$ cat src/rtl/tbird_signal_ctrl.sv
// T-bird tail-light front end: switch sync/debounce, step pacing, request arbitration.
// Option: define TBIRD_LANE_CHANGE_EN for multi-sequence lane-change signalling.
module tbird_signal_ctrl #(
  parameter int PRESCALE   = 4,
  parameter int DEBOUNCE   = 3,
  parameter int LC_FLASHES = 3
) (
  input  logic       clk,
  input  logic       rst_b,
  input  logic       sw_left,
  input  logic       sw_right,
  input  logic       sw_haz,
  input  logic [2:0] l_lights,
  input  logic [2:0] r_lights,
  output logic       step_en,
  output logic       left,
  output logic       right,
  output logic       haz,
  output logic       busy
);

  localparam int PW = $clog2(PRESCALE);
  localparam int DW = $clog2(DEBOUNCE + 1);
  localparam logic [PW-1:0] PMAX = PW'(PRESCALE - 1);
  localparam logic [DW-1:0] DMAX = DW'(DEBOUNCE - 1);

  localparam logic [1:0] S_IDLE  = 2'd0;
  localparam logic [1:0] S_LEFT  = 2'd1;
  localparam logic [1:0] S_RIGHT = 2'd2;
  localparam logic [1:0] S_HAZ   = 2'd3;

  logic [PW-1:0] pcnt;
  logic [2:0]    raw;
  logic [2:0]    sync1;
  logic [2:0]    sync2;
  logic [2:0]    filt;
  logic          f_left;
  logic          f_right;
  logic          f_haz;
  logic          both;
  logic          dark;
  logic          seq_ok;
  logic [1:0]    state;
  logic [1:0]    state_nxt;

  always_ff @(posedge clk or negedge rst_b) begin
    if (!rst_b) begin
      pcnt <= '0;
    end else if (pcnt == PMAX) begin
      pcnt <= '0;
    end else begin
      pcnt <= pcnt + PW'(1);
    end
  end

  assign step_en = (pcnt == PMAX);

  assign raw = {sw_haz, sw_right, sw_left};

  always_ff @(posedge clk or negedge rst_b) begin
    if (!rst_b) begin
      sync1 <= '0;
      sync2 <= '0;
    end else begin
      sync1 <= raw;
      sync2 <= sync1;
    end
  end

  // Level flips only after DEBOUNCE straight disagreeing samples.
  for (genvar i = 0; i < 3; i++) begin : g_flt
    logic [DW-1:0] cnt;
    logic          lvl;

    always_ff @(posedge clk or negedge rst_b) begin
      if (!rst_b) begin
        cnt <= '0;
        lvl <= 1'b0;
      end else if (sync2[i] == lvl) begin
        cnt <= '0;
      end else if (cnt == DMAX) begin
        cnt <= '0;
        lvl <= ~lvl;
      end else begin
        cnt <= cnt + DW'(1);
      end
    end

    assign filt[i] = lvl;
  end

  assign f_left  = filt[0];
  assign f_right = filt[1];
  assign f_haz   = filt[2];
  assign both    = f_left & f_right;
  assign dark    = (l_lights == 3'b000) && (r_lights == 3'b000);

`ifdef TBIRD_LANE_CHANGE_EN
  localparam int CW = ($clog2(LC_FLASHES + 1) < 2) ? 2 : $clog2(LC_FLASHES + 1);

  logic [CW-1:0] seq_cnt;
  logic [CW-1:0] seq_cnt_nxt;
  logic          prev_dark;

  // A sequence completes on the first dark step after a lit one.
  always_comb begin
    seq_cnt_nxt = seq_cnt;
    if (dark && !prev_dark && (seq_cnt != '1)) begin
      seq_cnt_nxt = seq_cnt + CW'(1);
    end
  end

  assign seq_ok = (seq_cnt_nxt >= CW'(LC_FLASHES));

  always_ff @(posedge clk or negedge rst_b) begin
    if (!rst_b) begin
      seq_cnt   <= '0;
      prev_dark <= 1'b1;
    end else if (step_en) begin
      prev_dark <= dark;
      seq_cnt   <= (state_nxt != state) ? '0 : seq_cnt_nxt;
    end
  end
`else
  assign seq_ok = 1'b1;
`endif

  always_comb begin
    state_nxt = state;
    unique case (state)
      S_IDLE: begin
        if (f_haz || both)   state_nxt = S_HAZ;
        else if (f_left)     state_nxt = S_LEFT;
        else if (f_right)    state_nxt = S_RIGHT;
      end
      S_LEFT: begin
        if (f_haz || both)   state_nxt = S_HAZ;
        else if (!f_left && dark && seq_ok)
          state_nxt = S_IDLE;
      end
      S_RIGHT: begin
        if (f_haz || both)   state_nxt = S_HAZ;
        else if (!f_right && dark && seq_ok)
          state_nxt = S_IDLE;
      end
      S_HAZ: begin
        if (!f_haz && !both && dark)
          state_nxt = S_IDLE;
      end
      default: state_nxt = S_IDLE;
    endcase
  end

  always_ff @(posedge clk or negedge rst_b) begin
    if (!rst_b) begin
      state <= S_IDLE;
      left  <= 1'b0;
      right <= 1'b0;
      haz   <= 1'b0;
    end else if (step_en) begin
      state <= state_nxt;
      left  <= (state_nxt == S_LEFT);
      right <= (state_nxt == S_RIGHT);
      haz   <= (state_nxt == S_HAZ);
    end
  end

  assign busy = (state != S_IDLE);

endmodule
$ cat config.mk
export PLATFORM = sky130hd
export DESIGN_NAME = tbird_signal_ctrl
export DESIGN_NICKNAME = d
export VERILOG_FILES = /design/src/rtl/tbird_signal_ctrl.sv
export SDC_FILE = /design/constraint.sdc
export NUM_CORES = 1
export LEC_CHECK = 0
export CAP_MARGIN = 10
export CORE_ASPECT_RATIO = 0.9
export CORE_UTILIZATION = 49
export CTS_CLUSTER_SIZE = 30
export DETAILED_ROUTE_END_ITERATION = 6
export PLACE_DENSITY_LB_ADDON = 0.15
export RECOVER_POWER = 25
export SETUP_SLACK_MARGIN = 0.5
export SLEW_MARGIN = 20
export SYNTH_ARGS = -nofsm -noshare
export SYNTH_HDL_FRONTEND = slang
export SYNTH_SLANG_ARGS = --single-unit
$ cat constraint.sdc
create_clock -name clk -period 1.81 [get_ports clk]
set_input_delay 0.362 -clock clk [delete_from_list [all_inputs] [get_ports clk]]
set_output_delay 0.362 -clock clk [all_outputs]
set_load 0.1 [all_outputs]
# == After elaboration in Yosys (flattened, before gate mapping) ==
# Cells that the tools add are included.
# totals
reg_bits,22
latch_bits,0
ramBits,0
rom_bits,0
inputBits,11
out_inout_bits,5
mem_count,0
# op_classes
addsub,4
n_mul,0
div,0
magnitude_cmp,0
eq_ne,13
shift,0
mux,16
n_bitwise,7
reduce_logical,17
# op_table
op,n
two-way mux 2 bit,15
"equality test 2 bit, second input constant",8
"adder 2 x 1 -> 2 bit, second input constant",4
one-hot mux 2 bit (4 select lines),1
logical NOT 3 bit,2
inverter 1 bit,6
AND reduction 2 bit,3
logical AND 1 bit,5
"equality test 2 x 1 -> 1 bit, second input constant",2
logical NOT 1 bit,4
equality test 1 bit,3
logical NOT 2 bit,1
nonzero test 2 bit,1
bitwise AND 1 bit,1
logical OR 1 bit,1

# == Depth between registers and ports, before layout ==
# Gate-level depths: netlist of run 1.
# depth
ltp_word,7
depth_mapped,5

# == Worst setup path before layout of run 1 ==
# OpenSTA, ideal clock, no wires.
# synth_timing
path_type,flip-flop to flip-flop
from,register pcnt[0]
to,register state[0]
setup_ps,121
arrival_time_ps,2176
required_time_ps,1689
path_slack_ps,-487
path_stages_with_launch,5
path_buffers,1
synth_period_minus_slack_ps,2297
cell_sequence,dfrtp_1 ha_1 clkbuf_1 or4b_4 a22o_1
# synth_between
elab_chain_cells,1
# synth_lines
item,line,text
"start, declared",32,logic [PW-1:0] pcnt;
"start signal, assigned",52,pcnt <= pcnt + PW'(1);
equality test 2 bit,56,assign step_en = (pcnt == PMAX);
via step_en,15,"output logic step_en,"
"end signal, assigned",161,state <= state_nxt;
"end, declared",43,logic [1:0] state;
# The timed path passes the listed nets, and every way through them passes these cells.
# A chain may end at the register's enable or synchronous reset.

# == Final worst setup path of run 1 ==
# layout_timing
from,register state[1]
to,output busy
# layout_between
elab_chain_cells,1
# layout_lines
item,line,text
nonzero test 2 bit,168,assign busy = (state != S_IDLE);
"end, declared",19,output logic busy
# No other way between the ends.

==> results of run 1 <==
worst max-delay path by stage:
stage	cells past startpoint	slack, ns	start	endpoint
6_report	2	0.31	state[1]	busy
5_1_grt	2	0.19	rst_b	g_flt[0].cnt[0]
4_1_cts	4	0.29	r_lights[1]	state[0]
3_5_place_dp	4	-0.33	l_lights[1]	state[0]
3_3_place_gp	4	-0.30	l_lights[1]	state[0]
2_1_floorplan	4	0.11	pcnt[0]	state[0]
power by group through the flow:
stage | Combinational [µW] | Clock, µW | Sequential [µW]
floorplan | 196 | 0 | 705
global placement | 281 | 0 | 704
detailed placement | 291 | 0 | 715
CTS | 296 | 269 | 702
global route | 319 | 297 | 726
finish | 291 | 259 | 705
stage by stage:
step                      instance area [µm²]  setup slack [ns]  total power, µW  std cells  utilization
after floorplan                           875             0.109              901         61            -
after global placement                   1100            -0.304              985         98        0.717
after detailed placement                 1100            -0.329             1010         98        0.717
after CTS                                1160             0.287             1270        106        0.756
after global routing                     1160             0.190             1340        106        0.758
final                                    1160             0.314             1260        106        0.758
cells by family after synthesis:
group                    Yosys count  synth area share
flip-flops                        22             0.646
AND/OR/NAND/NOR                   20             0.160
AO/OA/AOI/OAI                      9            0.0808
multiplexers                       5            0.0631
XOR/XNOR                           3            0.0308
buffers and inverters              1           0.00440
adder cells (fa/ha/maj)            1            0.0147
synthesized netlist by cell type, drive strengths merged:
cell	number
nor2b	2
mux2	3
o311ai	1
a21o	2
or2	1
or4	1
xnor2	3
nor3	4
nand2b	4
o41ai	2
nor4b	2
or4b	1
ha	1
clkbuf	1
dfrtp	22
nor3b	3
a21oi	2
nor2	2
a22o	2
mux2i	2
area by class of cell:
| cell class | count | area [µm²] | share of cell area |
|---|---|---|---|
| flip-flops and latches | 22 | 551 | 0.475 |
| multi-input cells | 38 | 313 | 0.270 |
| repair buffers | 20 | 231 | 0.200 |
| clock buffers | 4 | 36.3 | 0.0313 |
| well taps | 22 | 27.5 | 0.0238 |
per-layer routing:
metal,vias up,part of all wire,track usage
met5,-,0,0
met4,0,0.010,0.0706
met3,2,0.039,0.0696
met2,11,0.54,0.304
met1,284,0.41,0.208
li1,271,-,-
flip-flops by register name, indices dropped and copies added (netlist names):
| name | cells |
|---|---|
| f_haz | 1 |
| pcnt | 2 |
| sync2 | 3 |
| f_right | 1 |
| haz | 1 |
| sync1 | 3 |
| state | 2 |
| right | 1 |
| f_left | 1 |
| g_flt.cnt | 6 |
| left | 1 |
critical path: cells and delay by family (launching register included):
family	cells	cell delay (ns)
and+or+nand+nor	1	0.26
DFF	1	0.40
buffers and inverters	1	0.16
what timing repair did:
action / in CTS / in global routing
pin swaps: 6 / 5
gates cloned: 0 / 0
hold endpoints to repair: 0 / 0
buffers inserted: 4 / 0
resized for setup: 14 / 1
endpoints found under the setup margin: 7 / 7
==> run_results.csv, run 1 <==
group,metric,value,unit
critical_path,cp_slowest_stage_delay,0.40,ns
grt,grt_pass1_vias,588,
pwr,p_int,888,µW
pwr,peakVddDrop,0.763,mV
pwr,p_leak,0.000490,µW
floorplanning,ios,16,
cts,cts_buffers,3,
critical_path,crit_arrival,1.13,ns
status,status,"completed",
pwr,swShare,0.293,
critical_path,start_kind,"register",
cts,clk-insertion-delay-late,0.30,ns
cts,ctsHoldBuffers,0,
critical_path,r2r-end,"state[0]",
pwr,power_switching,367,µW
hold_path,min_delay_path_depth,0,
pwr,powerDensity,1080,nW/µm²
cts,clk_pin_slew,0.12,ns
critical_path,cp.required,1.45,ns
cells_and_area,num_antenna_cells,0,
sta,timing.setup.tns,0,ns
critical_path,crit_chain,"or2_4 > buf_12",
critical_path,endpoint_kind,"primary output",
pwr,pwr-share-comb,0.232,
critical_path,reg2reg_depth,3,
critical_path,r2r-start,"pcnt[0]",
cells_and_area,area_growth,36.0,%
cells_and_area,final_nets,97,
hold_path,whs_endpoint,"sync2[2]",
cells_and_area,mostFrequentLayoutCells,"dfrtp_1, buf_12, nor3_1, nand2b_1, buf_4",
detailed_routing,drt_iter0_markers,10,
detailed_routing,viasPerCell,5.36,
cts,cts_tree,"built",
grt,grt_pass1_wl,2.47,mm
sta,hold_violations,0,
cts,cts_sinks,22,
hold_path,holdCritPathClass,"reg -> reg",
logic_synthesis,synth_area,852,µm²
sta,finClkSkew,0.0119,ns
detailed_routing,drtAntennaViolNets,0,
logic_synthesis,synth_cell_types,20,
cells_and_area,drive_gt1_frac,0.274,
critical_path,slowest_stage,"dfrtp_1",
critical_path,cp_max_fo,2,
hold_path,min_from,"sync1[2]",
floorplanning,die_area,1910,µm²
cts,cts_htree_levels,1,
logic_synthesis,yosysTopAreaCellShare,0.646,
pwr,pwr-share-clk,0.206,
logic_synthesis,syn-num-nets,73,
floorplanning,fp.dieH,41.6,µm
sta,drv_slew,0,
logic_synthesis,synth_seq_cells,22,
logic_synthesis,synth_warnings,0,
critical_path,crit_type,"reg -> out",
cts,clockBufferDepth,2,
sta,grt_setup_unrepaired,"yes",
grt,track_usage,0.184,
grt,antenna_found_initial,0,
critical_path,r2r_slack,0.48,ns
place,dp_hpwl,1.04,mm
logic_synthesis,synthTopCellsByArea,"dfrtp_1, mux2_2, xnor2_1, nand2b_1, nor3b_1",
cells_and_area,final_common_cell,"dfrtp_1",
grt,grt_max_degree,23,
logic_synthesis,yosysSeqAreaShare,0.646,
sta,post-route-period-util,0.827,
detailed_routing,routed_wl,1.46,mm
detailed_routing,detail_route.wl_per_cell,13.7,µm
logic_synthesis,synth_top_area_cell,"dfrtp_1",
sta,relSlewSlack,0.283,
sta,worst_slew_pin_slew,1.07,ns
sta,post-route-min-period,1.50,ns
pwr,seqPwrFrac,0.562,
detailed_routing,route.detailed.drc,0,
floorplanning,core,1530,µm²
cts,root_buffer,"clkbuf_4",
flow_run,cap_violations,0,
logic_synthesis,synth_cells,61,
place,place.gp.congestion,0.784,
place,io_buffers,15,
floorplanning,die_width,46.0,µm
grt,gr-total-overflow,0,
sta,whs,0.373,ns
floorplanning,start_util,0.557,
sta,setup_violations,0,
floorplanning,fp-row-count,13,
sta,fmax,668,MHz
detailed_routing,vias,568,
cells_and_area,nFillCells,104,
detailed_routing,first_pass_iters,4,
logic_synthesis,postSynthAreaPerCell,14.0,µm²
Power figures use the tool's default switching activity.
==> run 2, diff against run 1 <==
- clock period: 1.81 -> 1.5 ns (I/O delays scaled with it)
==> run 2 against run 1 <==
Net effect: clock power grew 17%; combinational power grew 66%; critical path depth grew 1; die area is the same; flip-flop and latch count is the same; global-route usage grew 1.3 points; clock skew shrank 0.0077 ns; non-clock buffer count grew 8.
==> run_results.csv, run 2 (synthesis gave the netlist of run 1 again) <==
group,metric,value,unit
sta,drv_slew,0,
sta,whs,0.361,ns
grt,grt_max_degree,23,
place,place_inst,100,
flow_run,cap_violations,0,
detailed_routing,drtAntennaViolNets,0,
grt,grt_pass1_wl,2.66,mm
cts,cts_tree,"built",
detailed_routing,routed_wl,1.74,mm
cells_and_area,final_util,0.843,
hold_path,holdCritPathClass,"reg -> reg",
cells_and_area,final_common_cell,"dfrtp_1",
cells_and_area,largest_register,"g_flt.cnt",
cts,root_buffer,"clkbuf_4",
cells_and_area,top_regs,"g_flt.cnt (6), sync1 (3), sync2 (3)",
sta,post-route-period-util,0.969,
cts,cts_sinks,22,
cells_and_area,final_nets,105,
floorplanning,fp-row-count,13,
critical_path,endpoint_kind,"primary output",
cts,cts_buffers,3,
grt,grt_pass1_vias,665,
cells_and_area,drive_gt1_frac,0.500,
cells_and_area,num_antenna_cells,0,
detailed_routing,first_pass_iters,3,
cts,clk_pin_slew,0.11,ns
detailed_routing,drt_iter0_markers,10,
floorplanning,die_width,46.0,µm
detailed_routing,route.detailed.drc,0,
grt,gr-total-overflow,0,
critical_path,cp_max_fo,2,
cts,clk-insertion-delay-late,0.30,ns
floorplanning,core,1530,µm²
cells_and_area,mostFrequentLayoutCells,"dfrtp_1, buf_4, dfrtp_2",
place,io_buffers,15,
pwr,p_leak,0.000553,µW
sta,hold_violations,0,
floorplanning,start_util,0.557,
cts,clockBufferDepth,2,
cells_and_area,largest_reg_flops,6,
sta,worst_slew_pin_slew,0.506,ns
detailed_routing,viasPerCell,5.35,
place,place.gp.congestion,0.761,
grt,track_usage,0.197,
sta,post-route-min-period,1.45,ns
sta,finClkSkew,0.00419,ns
floorplanning,die_area,1910,µm²
sta,fmax,688,MHz
status,status,"completed",
critical_path,crit_arrival,1.15,ns
sta,timing.setup.tns,0,ns
pwr,powerDensity,1300,nW/µm²
critical_path,crit_type,"reg -> out",
place,dp_hpwl,1.14,mm
grt,antenna_found_initial,0,
cts,cts_htree_levels,1,
pwr,p_total,1670,µW
critical_path,start_kind,"register",
cells_and_area,instances_no_fill,114,
detailed_routing,vias,610,
cells_and_area,area_growth,51.2,%
sta,relSlewSlack,0.662,
detailed_routing,detail_route.wl_per_cell,15.3,µm
floorplanning,fp.dieH,41.6,µm
floorplanning,ios,16,
sta,setup_violations,0,
sta,grt_setup_unrepaired,"yes",
critical_path,cp.required,1.20,ns
pwr,peakVddDrop,1.31,mV
run 2: worst paths after layout:
check | startpoint | slack [ns] | depth (start not counted) | to
worst min register to register | sync1[1] | 0.36 | 0 | sync2[1]
max in group asynchronous | rst_b | 0.64 | 2 | f_left
min in group asynchronous | rst_b | 0.49 | 2 | sync2[1]
worst max register to register | pcnt[0] | 0.10 | 4 | state[1]
worst max-delay path | pcnt[0] | 0.05 | 3 | step_en
worst min-delay path | sync1[1] | 0.36 | 0 | sync2[1]
run 2: repair_timing:
| item | 4_1_cts | 5_1_grt |
|---|---|---|
| endpoints found under the hold margin | 0 | 0 |
| gates resized for setup | 20 | 11 |
| setup buffers | 6 | 4 |
| pin swaps | 5 | 4 |
| endpoints found under the setup margin | 11 | 15 |
| hold buffers | 0 | 0 |
run 2: area by class of cell:
type | instances | area (µm²)
flip-flops and latches | 22 | 558
multi-input cells | 38 | 365
clock buffers | 4 | 36.3
fillers | 88 | 240
repair buffers | 28 | 302
well taps | 22 | 27.5
run 2: through the flow:
| step | area, µm² | worst slack [ns] |
|---|---|---|
| 3_3_place_gp | 1110 | -0.545 |
| 5_1_grt | 1290 | -0.00261 |
| 3_5_place_dp | 1110 | -0.569 |
| 6_report | 1290 | 0.0471 |
| 2_1_floorplan | 878 | -0.201 |
| 4_1_cts | 1220 | 0.0251 |
run 2: critical path, stage by stage (launching register included):
cell     delay (ns)
dfrtp_1        0.42
ha_4           0.17
buf_8          0.11
buf_12         0.15
run 2: per-layer routing:
metal	vias up	GRT usage	routed length, µm
met1	310	0.219	688
met2	12	0.318	991
met4	0	0.0882	12
li1	286	-	-
met3	2	0.0826	50
met5	-	0	0
run 2: power breakdown:
group | total, µW | switching [µW] | internal (µW)
Combinational | 483 | 183 | 300
Sequential | 885 | 161 | 725
Clock | 304 | 156 | 148
